### config.mk
export PLATFORM = sky130hd
export DESIGN_NAME = sector_busy_ctrl
export DESIGN_NICKNAME = d
export VERILOG_FILES = /design/src/rtl/sector_busy_ctrl_pkg.sv /design/src/rtl/sector_busy_ctrl_timer.sv /design/src/rtl/sector_busy_ctrl.sv
export SDC_FILE = /design/constraint.sdc
export NUM_CORES = 1
export LEC_CHECK = 0
export CORE_MARGIN = 5
export CORE_UTILIZATION = 65
export DETAILED_ROUTE_END_ITERATION = 10
export PLACE_DENSITY = 0.87
export SLEW_MARGIN = 20
export SYNTH_ARGS = -nofsm -noshare
export SYNTH_HDL_FRONTEND = slang
export SYNTH_HIERARCHICAL = 1
export SYNTH_SLANG_ARGS = --single-unit
### constraint.sdc
create_clock -name clock -period 4.8 [get_ports clock]
set_input_delay 0.48 -clock clock [delete_from_list [all_inputs] [get_ports clock]]
set_output_delay 0.48 -clock clock [all_outputs]
set_load 0.1 [all_outputs]
### src/rtl/sector_busy_ctrl_pkg.sv
// Shared pattern-finder constants for the sector busy controller.
// Sector and key widths match the best-1-of-7 CLCT selector.
package sector_busy_ctrl_pkg;

  localparam int MXCFEB      = 7;
  localparam int MXKEYB      = 5;
  localparam int MXKEYBX     = 8;
  localparam int MXDRIFT     = 4;
  localparam int EDGE_HS     = 2;
  localparam int SECTOR_KEYS = 1 << MXKEYB;

  // A neighbour load may lengthen a holdoff but never shortens one
  function automatic logic [MXDRIFT-1:0] max_drift(input logic [MXDRIFT-1:0] a,
                                                   input logic [MXDRIFT-1:0] b);
    return (a > b) ? a : b;
  endfunction

endpackage

### src/rtl/sector_busy_ctrl_timer.sv
// Per-sector holdoff down-counter. Busy stays high while the count is nonzero.
// A primary load restarts the count; a neighbour load keeps the longer of the two.
module sector_holdoff_timer
  import sector_busy_ctrl_pkg::*;
(
  input  logic               clock,
  input  logic               reset_n,
  input  logic               load_pri,
  input  logic               load_nbr,
  input  logic               clear,
  input  logic [MXDRIFT-1:0] drift_delay,
  output logic               busy,
  output logic               busy_nxt
);

  logic [MXDRIFT-1:0] cnt_q, cnt_d;
  logic               busy_q;

  always_comb begin
    cnt_d = (cnt_q != '0) ? cnt_q - MXDRIFT'(1) : '0;
    if (clear) begin
      cnt_d = '0;
    end else if (drift_delay != '0) begin
      if (load_pri)      cnt_d = drift_delay;
      else if (load_nbr) cnt_d = max_drift(cnt_q, drift_delay);
    end
  end

  always_ff @(posedge clock or negedge reset_n) begin
    if (!reset_n) begin
      cnt_q  <= '0;
      busy_q <= 1'b0;
    end else begin
      cnt_q  <= cnt_d;
      busy_q <= (cnt_d != '0);
    end
  end

  assign busy     = busy_q;
  assign busy_nxt = (cnt_d != '0);

endmodule

### src/rtl/sector_busy_ctrl.sv
// Drives the per-sector busy vector consumed by the CLCT selector. An accepted
// CLCT holds its sector (and optionally a boundary neighbour) busy for drift_delay clocks.
module sector_busy_ctrl
  import sector_busy_ctrl_pkg::*;
(
  input  logic               clock,
  input  logic               reset_n,
  input  logic               best_vld,
  input  logic [MXKEYBX-1:0] best_key,
  input  logic               best_bsy,
  input  logic [MXDRIFT-1:0] drift_delay,
  input  logic               edge_en,
  input  logic               resync,
  output logic [MXCFEB-1:0]  bsy,
  output logic               bsy_all,
  output logic               key_err,
  output logic               overlap_err
);

  logic                       acc;
  logic [MXKEYBX-MXKEYB-1:0]  sec;
  logic [MXKEYB-1:0]          key;
  logic                       sec_ok;
  logic                       near_lo;
  logic                       near_hi;
  logic [7:0]                 bsy_pad;
  logic [MXCFEB-1:0]          load_pri;
  logic [MXCFEB-1:0]          load_nbr;
  logic [MXCFEB-1:0]          busy_nxt;
  logic                       bsy_all_q;
  logic                       key_err_q;
  logic                       overlap_err_q;

  assign acc     = best_vld && !best_bsy;
  assign sec     = best_key[MXKEYBX-1:MXKEYB];
  assign key     = best_key[MXKEYB-1:0];
  assign sec_ok  = (sec < 3'(MXCFEB));
  assign near_lo = (key < 5'(EDGE_HS));
  assign near_hi = (key >= 5'(SECTOR_KEYS - EDGE_HS));
  // Pad to 8 so sector 7 indexes a defined, never-busy bit
  assign bsy_pad = {1'b0, bsy};

  for (genvar i = 0; i < MXCFEB; i++) begin : g_sector
    // Sector 7 is excluded by sec_ok, so i+1 / i-1 never reach a missing neighbour
    assign load_pri[i] = acc && sec_ok && (sec == 3'(i));
    assign load_nbr[i] = acc && sec_ok && edge_en &&
                         ((near_lo && (sec == 3'(i + 1))) ||
                          (near_hi && (i > 0) && (sec == 3'(i - 1))));

    sector_holdoff_timer u_timer (
      .clock       (clock),
      .reset_n     (reset_n),
      .load_pri    (load_pri[i]),
      .load_nbr    (load_nbr[i]),
      .clear       (resync),
      .drift_delay (drift_delay),
      .busy        (bsy[i]),
      .busy_nxt    (busy_nxt[i])
    );
  end

  always_ff @(posedge clock or negedge reset_n) begin
    if (!reset_n) begin
      bsy_all_q     <= 1'b0;
      key_err_q     <= 1'b0;
      overlap_err_q <= 1'b0;
    end else begin
      bsy_all_q     <= &busy_nxt;
      key_err_q     <= acc && !resync && !sec_ok;
      overlap_err_q <= acc && !resync && sec_ok && bsy_pad[sec];
    end
  end

  assign bsy_all     = bsy_all_q;
  assign key_err     = key_err_q;
  assign overlap_err = overlap_err_q;

endmodule

# Word level (Yosys, flattened, before mapping)
# Cells that the tools add are included.
# classes
n_eq_ne	7
n_lt_le_gt_ge	11
reduce_logical	60
mux	44
addsub	7
# ops
operator	count
4-bit 2-to-1 mux	42
4-bit nonzero test	15
1-bit logical AND	34
4-bit > comparator	7
4-bit by 1-bit subtractor with 4-bit output (second input constant)	7
3-bit equality test (second input constant)	4
7-bit AND reduction	1
3-bit by 2-bit equality test with 1-bit output (second input constant)	2
1-bit logical OR	6
5-bit >= comparator (second input constant)	1
5-bit by 2-bit less-than comparator with 1-bit output (second input constant)	1
3-bit by 4-bit less-than comparator with 1-bit output (second input constant)	1
1-bit binary-select mux with 3-bit select	1
3-bit by 1-bit equality test with 1-bit output (second input constant)	1
1-bit logical NOT	3
3-bit logical NOT	1
3-bit less-than comparator (second input constant)	1
1-bit 2-to-1 mux	1
# totals
regBits	38
input_bits	18
elab_cells	146
out_inout_bits	10

# Logic depth before layout (Yosys ltp)
# Gate-level depths: netlist (run 1).
# logic_depth
word_depth	11
depth_mapped	12
mapped_depth_nobuf	11

# Modules after synthesis
# Netlist (run 1), hierarchy kept.
# by_module_without_submodules
mod	instances	area_each_um2	seq_area_each_um2	cells_each
sector_holdoff_timer	7	521.8	125.1	64
sector_busy_ctrl	1	371.6	75.1	45

# Worst setup path before layout (run 1)
# No wires, ideal clock.
# synth_path
path_type	input -> register
from	input port best_key[3]
to	register bsy_all_q (netlist: bsy_all)
slack_ns	1.724
setup_time_ns	0.116
stages	11
t_required_ns	4.684
path_buffers	0
t_arrival_ns	2.960
path_cell_list	nor4_2 -> mux2i_1 -> nor4_1 -> nor2_1 -> o2bb2ai_1 -> a2bb2oi_1 -> nor2_1 -> a311o_1 -> or4_1 -> nand3_1 -> nor2_1
# synth_between
elab_chain_len	10
elab_cells_between_ends	64
classes_between	2 x order compare; 28 x mux; 34 x reduce/logical
# synth_lines
element	line_no	text
from (decl)	sector_busy_ctrl.sv:9	input logic [MXKEYBX-1:0] best_key,
5-bit by 2-bit less-than comparator with 1-bit output or 5-bit >= comparator (tied branches)	sector_busy_ctrl.sv:38, sector_busy_ctrl.sv:39	
1-bit logical AND, on equally long branches	sector_busy_ctrl.sv:47, sector_busy_ctrl.sv:48	
1-bit logical OR *	sector_busy_ctrl.sv:47	((near_lo && (sec == 3'(i + 1))) ||
1-bit logical AND *	sector_busy_ctrl.sv:46	assign load_nbr[i] = acc && sec_ok && edge_en &&
named net load_nbr[1]	sector_busy_ctrl.sv:28	logic [MXCFEB-1:0] load_nbr;
4-bit 2-to-1 mux *	sector_busy_ctrl_timer.sv:25	else if (load_nbr) cnt_d = max_drift(cnt_q, drift_delay);
4-bit 2-to-1 mux *	sector_busy_ctrl_timer.sv:24	if (load_pri) cnt_d = drift_delay;
4-bit 2-to-1 mux *	sector_busy_ctrl_timer.sv:23	end else if (drift_delay != '0) begin
4-bit 2-to-1 mux *	sector_busy_ctrl_timer.sv:21	if (clear) begin
named net g_sector[1].u_timer.cnt_d[1]	sector_busy_ctrl_timer.sv:16	logic [MXDRIFT-1:0] cnt_q, cnt_d;
4-bit nonzero test *	sector_busy_ctrl_timer.sv:40	assign busy_nxt = (cnt_d != '0);
named net busy_nxt[1]	sector_busy_ctrl.sv:29	logic [MXCFEB-1:0] busy_nxt;
7-bit AND reduction *	sector_busy_ctrl.sv:68	bsy_all_q <= &busy_nxt;
to (signal assigned)	sector_busy_ctrl.sv:68	
to (decl)	sector_busy_ctrl.sv:30	logic bsy_all_q;
# The timed path passes the listed nets; every way through them passes the cells marked *.

# Worst setup path in the final report (run 1)
# layout_path
from	input port best_key[6]
to	register bsy_all_q (netlist: bsy_all)
# layout_between
elab_cells_between_ends	80
classes_between	1 x order compare; 7 x eq/ne; 28 x mux; 44 x reduce/logical
# layout_lines
element	line_no	text
3-bit less-than comparator	sector_busy_ctrl.sv:37	assign sec_ok = (sec < 3'(MXCFEB));
1-bit logical AND	sector_busy_ctrl.sv:45	assign load_pri[i] = acc && sec_ok && (sec == 3'(i));
1-bit logical AND *	sector_busy_ctrl.sv:45	
named net load_pri[4]	sector_busy_ctrl.sv:27	logic [MXCFEB-1:0] load_pri;
4-bit 2-to-1 mux *	sector_busy_ctrl_timer.sv:24	
4-bit 2-to-1 mux *	sector_busy_ctrl_timer.sv:23	
4-bit 2-to-1 mux *	sector_busy_ctrl_timer.sv:21	
named net g_sector[4].u_timer.cnt_d[1]	sector_busy_ctrl_timer.sv:16	
4-bit nonzero test *	sector_busy_ctrl_timer.sv:40	
named net busy_nxt[4]	sector_busy_ctrl.sv:29	
7-bit AND reduction *	sector_busy_ctrl.sv:68	
# Marks and branches as above.

==> results summary, run 1 <==
Measured against its own limit, the worst slew margin works out to 0.340. The met2 layer wire length in the routed design came out at 5190 µm. The final routed DRC violation total came out at 0. The utilization after layout came out at 0.762. The max-cap violation count came out at 0. The top-area cell type share of the netlist area came out at 0.236. The worst ir drop on vdd came out at 0.000372 V.

The number of synthesized register bits came out at 38. For this run, the leading register cell type out of synthesis is sky130_fd_sc_hd__dfrtp_1. The number of global-route vias before repair is 3878.

Of all flip-flops after synthesis, the portion carrying an async set or reset was 1.00. The critical path is of the primary input to flop type. TritonCTS built the clock tree. The data required time at the worst endpoint came out at 4.98 ns. Measured along the x axis, the die boundary spans 88.7 µm. The post-synthesis instance total is 493. Summed over all nets, wire length on met3 after detailed routing comes to 832 µm.

The count of antenna-violating nets left after detailed routing is 0. The weighted congestion reported at the end of routability-driven placement came out at 0.917. For the pin with the worst max-slew slack, the measured transition is 0.990 ns. In this run the deepest clock path goes through 2 buffers. The summed area of non-filler cells in the final layout is 4540 µm². The number of warnings reported in the yosys synthesis log is 6. The number of rows created at floorplan came out at 28. The completed layout was analyzed and its total power is 0.00246 W. The area added between synthesis and finish came out at 12.7%. In this run the post-CTS setup repair buffer count came out at 0. The sequential cell area is 951 µm². The final hold violation count came out at 0. The number of nets in the layout is 580. Before antenna repair, the detailed router went through 5 iterations. Entering global routing, the biggest net connects 39 pins. Yosys mapped a number of flops with a built-in enable equal to 0. The number of buffers added on ports came out at 26. The final max-slew violation count came out at 0. The highest metal layer carrying signal wires in the routed design is met4. The average detailed-routed wire length per instance came out at 17.7 µm. Across every metal layer, demand over resource in global routing totals 0.276. The distinct cell type count after synthesis is 44. In the final layout, the share of cells above drive strength 1 is 0.0928. The cell sitting at the root of the clock tree is a sky130_fd_sc_hd__clkbuf_8. The number of design-rule violations left by the first detailed-router iteration came out at 371. The data arrival time of the critical path is 3.79 ns. The area of combinational cells with multiple inputs came out at 2830 µm². The height of the chip came out at 88.7 µm.

The static leakage is 1.88 nW. Among all cell types in the netlist, the one instantiated most often is sky130_fd_sc_hd__nor2_1. The number of diodes added for antenna fixing came out at 0. The clock buffer count from CTS came out at 5. Yosys attributes the largest share of cell area to sky130_fd_sc_hd__dfrtp_1, sky130_fd_sc_hd__ha_1, sky130_fd_sc_hd__nor2_1.

The clock skew came out at 0.0102 ns. Setup repair after global routing left no endpoint under its margin. The count of fill cells added during filler insertion is 437. The largest total area in the synthesized netlist belongs to sky130_fd_sc_hd__dfrtp_1. The capturing element type of the critical path is a flop.

In this run the cell area measured after placement is 4390 µm². The cell area that synthesis handed to floorplanning was 4020 µm². The initial antenna violation count came out at 0. The core region is 5960 µm². The average vias per placed instance is 6.95. Across all layers, the routed design uses 4189 vias. The number of sinks driven by the clock tree is 38. In this run, post-CTS hold repair placed 0 buffers. For this block, wires on met1 add up to 4450 µm. The net count after synthesis is 546. The number of top-level pins came out at 28. Dividing total power by cell area gives a power density of 542 nW/µm². The area enclosed by the die boundary came out at 7860 µm².

Dividing the final minimum period by the clock period gives 0.752. The launching element type of the critical path is a primary input. The run finished with clean final reports. The setup TNS after final layout is 0 ns. The type of the tightest min-delay check is primary input to async pin.

In this run the worst path has a maximum fanout of 10. The first global-routing pass estimated 17400 µm of wire. The maximum clock frequency is 277 MHz. Counting instances in the post-synthesis netlist gives the leading cell types as sky130_fd_sc_hd__nor2_1, sky130_fd_sc_hd__inv_1, sky130_fd_sc_hd__nand2_1.

Global routing finished with a remaining overflow of 0. For the finished layout, the period the worst path requires is 3.61 ns. The number of endpoints failing setup at the final stage came out at 0. The initial core utilization came out at 0.676. The routed wire length came out at 10700 µm. The H-tree was split into 2 levels. The later-pin clock latency in the skew report came out at 0.29 ns. The number of gates resized after CTS is 0. Clock-pin slew was measured on the worst setup and hold paths at 0.08 ns. The HPWL reported at the end of detailed placement is 7660 µm. The synthesized area per cell came out at 8.16 µm². The sequential cell area fraction in the yosys report is 0.236.
metrics by stage:
step,worst slack [ns],cells,hold WS (ns)
finish,1.19,603,0.299
global route,1.00,603,0.356
CTS,1.23,603,0.309
detailed placement,0.933,595,0.587
global placement,0.986,595,0.588
floorplan,1.72,493,0.184
path summary, 6_finish.rpt:
| check | from | endpoint | slack, ns | cells after the start |
|---|---|---|---|---|
| min in group clock | g_sector[1].u_timer/cnt_q[0] | g_sector[1].u_timer/cnt_q[0] | 0.60 | 1 |
| max in group asynchronous | reset_n | g_sector[5].u_timer/cnt_q[3] | 3.97 | 1 |
| min | reset_n | g_sector[3].u_timer/busy | 0.30 | 1 |
| max | best_key[6] | bsy_all | 1.19 | 11 |
| max reg2reg | g_sector[1].u_timer/cnt_q[2] | bsy_all | 2.11 | 8 |
| min reg2reg | g_sector[1].u_timer/cnt_q[0] | g_sector[1].u_timer/cnt_q[0] | 0.60 | 1 |
state kept, by name, indices dropped and copies added, names as in the netlist:
signal                  cells
g_sector.u_timer/cnt_q     28
g_sector.u_timer/busy       7
bsy_all                     1
key_err                     1
overlap_err                 1
cells in the final DEF, fill, tap and decap left out, drive strengths merged, types with 16 or more instances in the layout:
cell type	n
buf	16
a21oi	21
nand2	45
inv	49
nor3	40
nor2	71
dfrtp	38
ha	35
o21ai	21
clkdlybuf4s50	21
kinds of logic (layout without fill, tap and decap cells):
| group | after synthesis | count (layout) | synth area share |
|---|---|---|---|
| buffers and inverters | 59 | 94 | 0.0594 |
| AO/OA/AOI/OAI | 142 | 142 | 0.305 |
| AND/OR/NAND/NOR | 202 | 202 | 0.242 |
| adder cells (fa/ha/maj) | 35 | 35 | 0.109 |
| flip-flops | 38 | 38 | 0.236 |
| multiplexers | 17 | 17 | 0.0485 |
layer usage:
metal	vias up	GRT usage
met4	0	0.0838
met1	2010	0.351
li1	1948	-
met2	207	0.492
met3	24	0.0298
met5	-	0
area by class of cell:
| type | instances | area share |
|---|---|---|
| Tap cell | 75 | 0.0207 |
| Clock buffer | 6 | 0.0182 |
| Multi-Input combinational cell | 396 | 0.625 |
| Clock inverter | 2 | 0.0132 |
| Sequential cell | 38 | 0.210 |
| Inverter | 49 | 0.0406 |
| Timing Repair Buffer | 37 | 0.0728 |
critical path, cell delays in order:
cell and delay, ns:
sky130_fd_sc_hd__clkdlybuf4s50_1 0.62, sky130_fd_sc_hd__or3b_4 0.51, sky130_fd_sc_hd__nor2_1 0.50, sky130_fd_sc_hd__nor2_1 0.13, sky130_fd_sc_hd__o2bb2ai_1 0.26, sky130_fd_sc_hd__a2bb2oi_1 0.19, sky130_fd_sc_hd__nor2_1 0.05, sky130_fd_sc_hd__a311o_1 0.31
sky130_fd_sc_hd__or4_1 0.55, sky130_fd_sc_hd__nand4_1 0.13, sky130_fd_sc_hd__nor2_1 0.05
power by group:
| group | leakage (nW) | internal (W) | total, W | switching, W |
|---|---|---|---|---|
| sequential | 0.503 | 0.000442 | 0.000584 | 0.000143 |
| combinational | 1.30 | 0.000622 | 0.00154 | 0.000921 |
| clock | 0.0714 | 0.000222 | 0.000332 | 0.000110 |
No activity file was read; power rests on OpenSTA's default activity.
==> run 2, diff against run 1 <==
Settings changed: CORE_UTILIZATION 65 to 55, PLACE_DENSITY 0.87 to 0.78.
Clock period 4.8 ns to 3.2 ns, I/O delays scaled along.
==> run 2 against run 1 <==
  * Utilization decreased by 8.8 points
  * Critical path depth rose by 2
  * Wire length increased by 5.5%
  * Hold slack got worse by 0.16 ns
  * Sequential power up 52%
  * First-iteration DRC count down 14%
  * Sequential share of layout area fell by 1.3 points
==> results summary, run 2 (same netlist as run 1, synthesis figures left out) <==
The number of buffers added on ports is 26 (unchanged). The largest stage delay on the critical path came out at 0.55 ns (was 0.62 ns). The routed wire length came out at 11200 µm (was 10700 µm). Setup repair after global routing missed its margin: false (unchanged). The area enclosed by the die boundary was 9130 µm² (was 7860 µm²). The number of sinks driven by the clock tree came out at 38 (unchanged).

The total number of vias came out at 4172 (was 4189). The length of the first detailed-routing pass in iterations came to 6 (was 5). The critical register-to-register path endpoint is bsy_all (unchanged). The startpoint of the worst register-to-register path was g_sector[2].u_timer/cnt_q[3] (was g_sector[1].u_timer/cnt_q[2]).

The clock tree from TritonCTS is done (unchanged). The chip width came out at 95.5 µm (was 88.7 µm). The type of the tightest min-delay check is primary input to async pin (unchanged). The HPWL reported at the end of detailed placement came out at 8310 µm (was 7660 µm). The final routed DRC violation total came out at 0 (unchanged). The largest fanout on the critical path came out at 3 (was 10). The most used cell along the critical path is sky130_fd_sc_hd__nor2_1 (unchanged). The clock transition time at the flip-flop clock pins of the worst setup and hold paths came out at 0.08 ns (about the same). The capturing element type of the critical path is a flop (unchanged).

Cell-by-cell trace of the critical path: clkdlybuf4s50_1 > nor4_2 > buf_4 > a22oi_1 > nor3_1 > nor2_1 > o2bb2ai_1 > a2bb2oi_1 > nor2_1 > a311o_1 > or4_1 > nand3_1 > nor2_1 (was clkdlybuf4s50_1 > or3b_4 > nor2_1 > nor2_1 > o2bb2ai_1 > a2bb2oi_1 > nor2_1 > a311o_1 > or4_1 > nand4_1 > nor2_1). The weighted congestion reported at the end of routability-driven placement came out at 0.938 (was 0.917). The internal reg-to-reg setup slack came out at 0.54 ns (was 2.11 ns). The number of rows created at floorplan came out at 31 (was 28). The number of nets in the layout came out at 616 (was 580). The pin count of the biggest net entering global routing came out at 39 (unchanged). The maximum count of clock buffers along a single path was 2 (unchanged). The data arrival time of the critical path came to 3.20 ns (was 3.79 ns).

The count of fill cells added during filler insertion came out at 589 (was 437). The most common cell after layout, fill and taps aside is sky130_fd_sc_hd__nor2_1 (unchanged). The worst ir drop on vdd came to 0.000392 V (was 0.000372 V). The flip-flop count of the largest register, all copies and words added came out at 28 (unchanged). The number of setup buffers added after CTS came out at 0 (unchanged). The kind of critical path is primary input to flop (unchanged).

The clock skew came out at 0.00783 ns (was 0.0102 ns). The average vias per placed instance was 6.30 (was 6.95). The utilization after layout was 0.674 (was 0.762).

The max-cap violation count was 0 (unchanged). The data required time at the worst endpoint came out at 3.39 ns (was 4.98 ns). The area added between synthesis and finish is 20.1% (was 12.7%). The final max-slew violation count came out at 0 (unchanged).

Run status: finished clean (unchanged). The highest-delay cell along the critical path is sky130_fd_sc_hd__or4_1 (was sky130_fd_sc_hd__clkdlybuf4s50_1). The launching element type of the critical path is a primary input (unchanged). The clock root buffer master was sky130_fd_sc_hd__clkbuf_8 (unchanged).

The maximum level of the CTS H-tree is 2 (unchanged). The post-route clock period utilization is 0.943. The overflow left after global routing came out at 0 (unchanged). The power density over the cells is 743 nW/µm² (was 542 nW/µm²). The number of top-level pins is 28 (unchanged). The number of global-route vias before repair is 3997 (was 3878).

The initial antenna violation count came out at 0 (unchanged). The number of diodes added for antenna fixing is 0 (unchanged). The pre-CTS setup slack is -0.175 ns (was 0.933 ns). The share of cells above drive strength 1 was 0.162 (was 0.0928).

The core box area is 7180 µm² (was 5960 µm²). The actual slew at the worst max-slew pin came out at 0.979 ns (was 0.990 ns). The clock buffer count from CTS is 5 (unchanged). The logic depth of the worst register-to-register path came out at 8 (unchanged).

The maximum clock frequency came out at 331 MHz. The number of buffers added to fix hold violations after cts is 0 (unchanged). The wire length of the first global-routing pass came out at 18800 µm (was 17400 µm). The initial core utilization was 0.561 (was 0.676). The average detailed-routed wire length per instance came to 17.0 µm (was 17.7 µm).

The later-pin clock latency in the skew report came out at 0.29 ns (about the same). The count of antenna-violating nets left after detailed routing is 0 (unchanged). Most frequent cells in the layout: sky130_fd_sc_hd__nor2_1, sky130_fd_sc_hd__inv_1, sky130_fd_sc_hd__nand2_1 (unchanged). The number of design-rule violations left by the first detailed-router iteration was 318 (was 371).

The register ranked first by flip-flop count was g_sector.u_timer/cnt_q (unchanged). The static leakage came out at 2.05 nW (was 1.88 nW). The overall fraction of global-route tracks in use is 0.256 (was 0.276). The number of endpoints failing setup at the final stage came out at 0 (unchanged). The max-slew headroom at the worst pin was 0.345 (was 0.340). The final hold violation count is 0 (unchanged). The post-layout worst setup margin came out at 0.182 ns (was 1.19 ns).

The height of the chip came out at 95.5 µm (was 88.7 µm). The routed design could run at a clock period as short as 3.02 ns.
==> run 2: cell types whose count changed in the layout (fill, tap and decap cells not counted), sizes merged <==
cell           previous run  this run
dlymetal6s2s              0         1
buf                      16        52
clkdlybuf4s50            21        20
clkinv                    0         2
bufinv                    2         0
clkbuf                    6         5
==> run 2: worst max-delay path by stage <==
stage,startpoint,end,slack (ns),cells after the start
final,best_key[1],bsy_all,0.18,13
after global placement,best_key[3],bsy_all,-0.12,13
after floorplan,best_key[3],bsy_all,0.28,11
after global routing,best_vld,bsy_all,0.03,12
after detailed placement,best_key[3],bsy_all,-0.17,13
after CTS,best_key[3],bsy_all,0.12,13
==> run 2: metal layers <==
metal | global-route usage | wire, µm | vias to the layer above | part of all wire
li1 | - | - | 2013 | -
met1 | 0.341 | 4810 | 1938 | 0.43
met2 | 0.431 | 5450 | 186 | 0.48
met3 | 0.0339 | 732 | 35 | 0.065
met4 | 0.0746 | 248 | 0 | 0.022
met5 | 0 | 0 | - | 0
==> run 2: area by class of cell <==
cell class / instances / area, µm² / share of cell area
Inverter: 49 / 184 / 0.0380
Clock inverter: 2 / 10.0 / 0.00207
Tap cell: 99 / 124 / 0.0256
Timing Repair Buffer: 73 / 628 / 0.130
Sequential cell: 38 / 951 / 0.197
Multi-Input combinational cell: 396 / 2870 / 0.593
Clock buffer: 5 / 68.8 / 0.0142
==> run 2: per-stage QoR <==
step                      instance area [µm²]  instances  power [W]  setup TNS, ns  hold WS (ns)
after floorplan                          4020        493    0.00258              0        0.0244
after global placement                   4720        655    0.00314         -0.115         0.476
after detailed placement                 4720        655    0.00322         -0.226         0.486
after CTS                                4800        662    0.00355              0         0.176
after global routing                     4830        662    0.00389              0         0.208
final                                    4830        662    0.00359              0         0.140
==> run 2: repair_timing <==
action | in CTS | in global routing
setup endpoints to repair | 0 | 1
hold endpoints to repair | 0 | 0
gates resized for setup | 0 | 8
==> run 2: power breakdown <==
part | internal, W | total, W | switching (W)
sequential | 0.000663 | 0.000886 | 0.000223
combinational | 0.00101 | 0.00239 | 0.00138
clock | 0.000146 | 0.000317 | 0.000171
total | 0.00182 | 0.00359 | 0.00177
==> run 2: critical path, delay by kind of cell <==
family | cells | cell delay (ns)
compound gates | 4 | 0.78
simple gates | 7 | 1.49
buf+inv | 2 | 0.61
==> run 3, diff against run 2 <==
Settings changed: GPL_ROUTABILITY_DRIVEN set to 0, SLEW_MARGIN 20 to not set.
==> run 3 against run 2 <==
  * Design area is 0.13% lower
  * Register-to-register slack better by 0.03 ns
  * Global-route usage hardly changed
  * Sequential power hardly changed
  * Via count is 0.89% higher
  * Critical path type unchanged
  * Largest power group unchanged
  * Highest routed layer unchanged
==> results summary, run 3 (same netlist as run 1, synthesis figures left out) <==
The number of sinks driven by the clock tree came out at 38 (unchanged). The number of buffers added to fix hold violations after cts came to 0 (unchanged). The kind of critical path was primary input to flop (unchanged).

Most frequent cells in the layout: sky130_fd_sc_hd__nor2_1, sky130_fd_sc_hd__inv_1, sky130_fd_sc_hd__buf_4 (was sky130_fd_sc_hd__nor2_1, sky130_fd_sc_hd__inv_1, sky130_fd_sc_hd__nand2_1). The number of design-rule violations left by the first detailed-router iteration came to 272 (was 318). The clock root buffer master is sky130_fd_sc_hd__clkbuf_8 (unchanged).

The capturing element type of the critical path was a flop (unchanged). The HPWL reported at the end of detailed placement is 8520 µm (was 8310 µm). The max-slew headroom at the worst pin is 0.345 (about the same). The max-cap violation count was 0 (unchanged).

The number of rows created at floorplan is 31 (unchanged). The final hold violation count is 0 (unchanged). The clock skew came out at 0.00974 ns (was 0.00783 ns). The maximum count of clock buffers along a single path is 2 (unchanged). The post-layout worst setup margin came out at 0.158 ns (was 0.182 ns). The number of global-route vias before repair was 3990 (was 3997). The core box area is 7180 µm² (unchanged). The pre-CTS setup slack came out at -0.126 ns (was -0.175 ns). The initial core utilization came out at 0.561 (unchanged). The number of diodes added for antenna fixing is 0 (unchanged). The post-route clock period utilization came out at 0.951 (was 0.943).

The number of nets in the layout is 619 (was 616). The final-layout worst hold slack is 0.132 ns (was 0.140 ns). The type of the tightest min-delay check was primary input to async pin (unchanged). The power density over the cells is 747 nW/µm² (was 743 nW/µm²).

The area added between synthesis and finish is 20.0% (was 20.1%). The largest fanout on the critical path came out at 7 (was 3). The length of the first detailed-routing pass in iterations came to 5 (was 6). The worst ir drop on vdd came to 0.000418 V (was 0.000392 V). The average detailed-routed wire length per instance came out at 16.9 µm (was 17.0 µm). The chip width is 95.5 µm (unchanged). The overflow left after global routing is 0 (unchanged). The data required time at the worst endpoint came out at 3.39 ns (about the same). The number of setup buffers added after CTS is 0 (unchanged). The static leakage came out at 2.05 nW (about the same).

The pin count of the biggest net entering global routing came out at 52 (was 39). The average vias per placed instance came out at 6.32 (was 6.30). The number of endpoints failing setup at the final stage came out at 0 (unchanged). The height of the chip is 95.5 µm (unchanged).

The data arrival time of the critical path is 3.23 ns (was 3.20 ns). The setup TNS after final layout is 0 ns (unchanged). The count of antenna-violating nets left after detailed routing came out at 0 (unchanged). The number of buffers added on ports is 26 (unchanged). The clock tree from TritonCTS is done (unchanged). The total number of vias is 4209 (was 4172). The routed wire length is 11300 µm (was 11200 µm).

Setup repair after global routing missed its margin: false (unchanged). The overall fraction of global-route tracks in use is 0.256 (about the same). The final max-slew violation count is 0 (unchanged). The number of gates resized after CTS is 0 (unchanged). The final routed DRC violation total is 0 (unchanged).

The maximum clock frequency came out at 329 MHz (was 331 MHz). Run status: finished clean (unchanged). The initial antenna violation count is 0 (unchanged). The launching element type of the critical path is a primary input (unchanged).

The later-pin clock latency in the skew report is 0.29 ns (about the same). The share of cells above drive strength 1 is 0.157 (was 0.162). The wire length of the first global-routing pass came to 18700 µm (was 18800 µm).

The actual slew at the worst max-slew pin came out at 0.980 ns (was 0.979 ns). The clock buffer count from CTS was 5 (unchanged). The number of top-level pins was 28 (unchanged). The area enclosed by the die boundary came out at 9130 µm² (unchanged). The clock transition time at the flip-flop clock pins of the worst setup and hold paths came out at 0.08 ns (about the same). The register ranked first by flip-flop count was g_sector.u_timer/cnt_q (unchanged). The flip-flop count of the largest register, all copies and words added came out at 28 (unchanged). The maximum level of the CTS H-tree is 2 (unchanged).

The clock period minus worst slack is 3.04 ns (was 3.02 ns). The most common cell after layout, fill and taps aside is sky130_fd_sc_hd__nor2_1 (unchanged).
run 3: changes by cell type in the layout (fill, tap and decap cells not counted), sizes merged:
cell | before | now
clkbuf | 5 | 6
dlymetal6s2s | 1 | 0
clkinvlp | 0 | 1
buf | 52 | 55
clkinv | 2 | 1
clkdlybuf4s50 | 20 | 21
run 3: layer usage:
| layer | track usage | routed length, µm | vias up |
|---|---|---|---|
| met5 | 0 | 0 | - |
| met4 | 0.0758 | 201 | 0 |
| met3 | 0.0308 | 722 | 23 |
| met2 | 0.448 | 5620 | 162 |
| met1 | 0.330 | 4720 | 2009 |
| li1 | - | - | 2015 |
run 3: path summary, 6_finish.rpt:
path | cells past startpoint | from | endpoint | slack, ns
worst max-delay path | 12 | best_key[6] | bsy_all | 0.16
worst min-delay path | 1 | reset_n | g_sector[6].u_timer/cnt_q[1] | 0.13
worst max register to register | 8 | g_sector[2].u_timer/cnt_q[3] | bsy_all | 0.57
worst min register to register | 1 | g_sector[0].u_timer/cnt_q[0] | g_sector[0].u_timer/cnt_q[0] | 0.62
max in group asynchronous | 1 | reset_n | g_sector[0].u_timer/cnt_q[1] | 2.52
min in group clock | 3 | resync | overlap_err | 0.54
run 3: metrics by stage:
stage	instance area (µm²)	std cells	util	total power (W)
final	4830	666	0.673	0.00361
after global placement	4730	658	0.659	0.00314
after detailed placement	4730	658	0.659	0.00322
after CTS	4820	666	0.672	0.00359
after floorplan	4020	493	-	0.00258
after global routing	4830	666	0.673	0.00391
run 3: cell type report:
| class | instances | area [µm²] |
|---|---|---|
| Clock buffer | 6 | 82.6 |
| Clock inverter | 2 | 12.5 |
| Fill cell | 576 | 2350 |
| Inverter | 49 | 184 |
| Multi-Input combinational cell | 396 | 2840 |
| Sequential cell | 38 | 951 |
| Tap cell | 99 | 124 |
| Timing Repair Buffer | 76 | 636 |
run 3: power by group:
part | internal, W | switching (W) | total [W]
combinational | 0.000995 | 0.00138 | 0.00237
clock | 0.000173 | 0.000177 | 0.000350
sequential | 0.000662 | 0.000220 | 0.000883
run 3: worst max-delay path, stage by stage:
cell and delay (ns):
sky130_fd_sc_hd__clkdlybuf4s50_1 0.56, sky130_fd_sc_hd__or3b_4 0.47, sky130_fd_sc_hd__nor2_4 0.11, sky130_fd_sc_hd__and3_1 0.19, sky130_fd_sc_hd__nor2_1 0.08, sky130_fd_sc_hd__o2bb2ai_1 0.21
sky130_fd_sc_hd__a2bb2oi_1 0.18, sky130_fd_sc_hd__nor2_1 0.05, sky130_fd_sc_hd__a311o_1 0.29, sky130_fd_sc_hd__or4_1 0.57, sky130_fd_sc_hd__nand3_1 0.14, sky130_fd_sc_hd__nor2_1 0.05
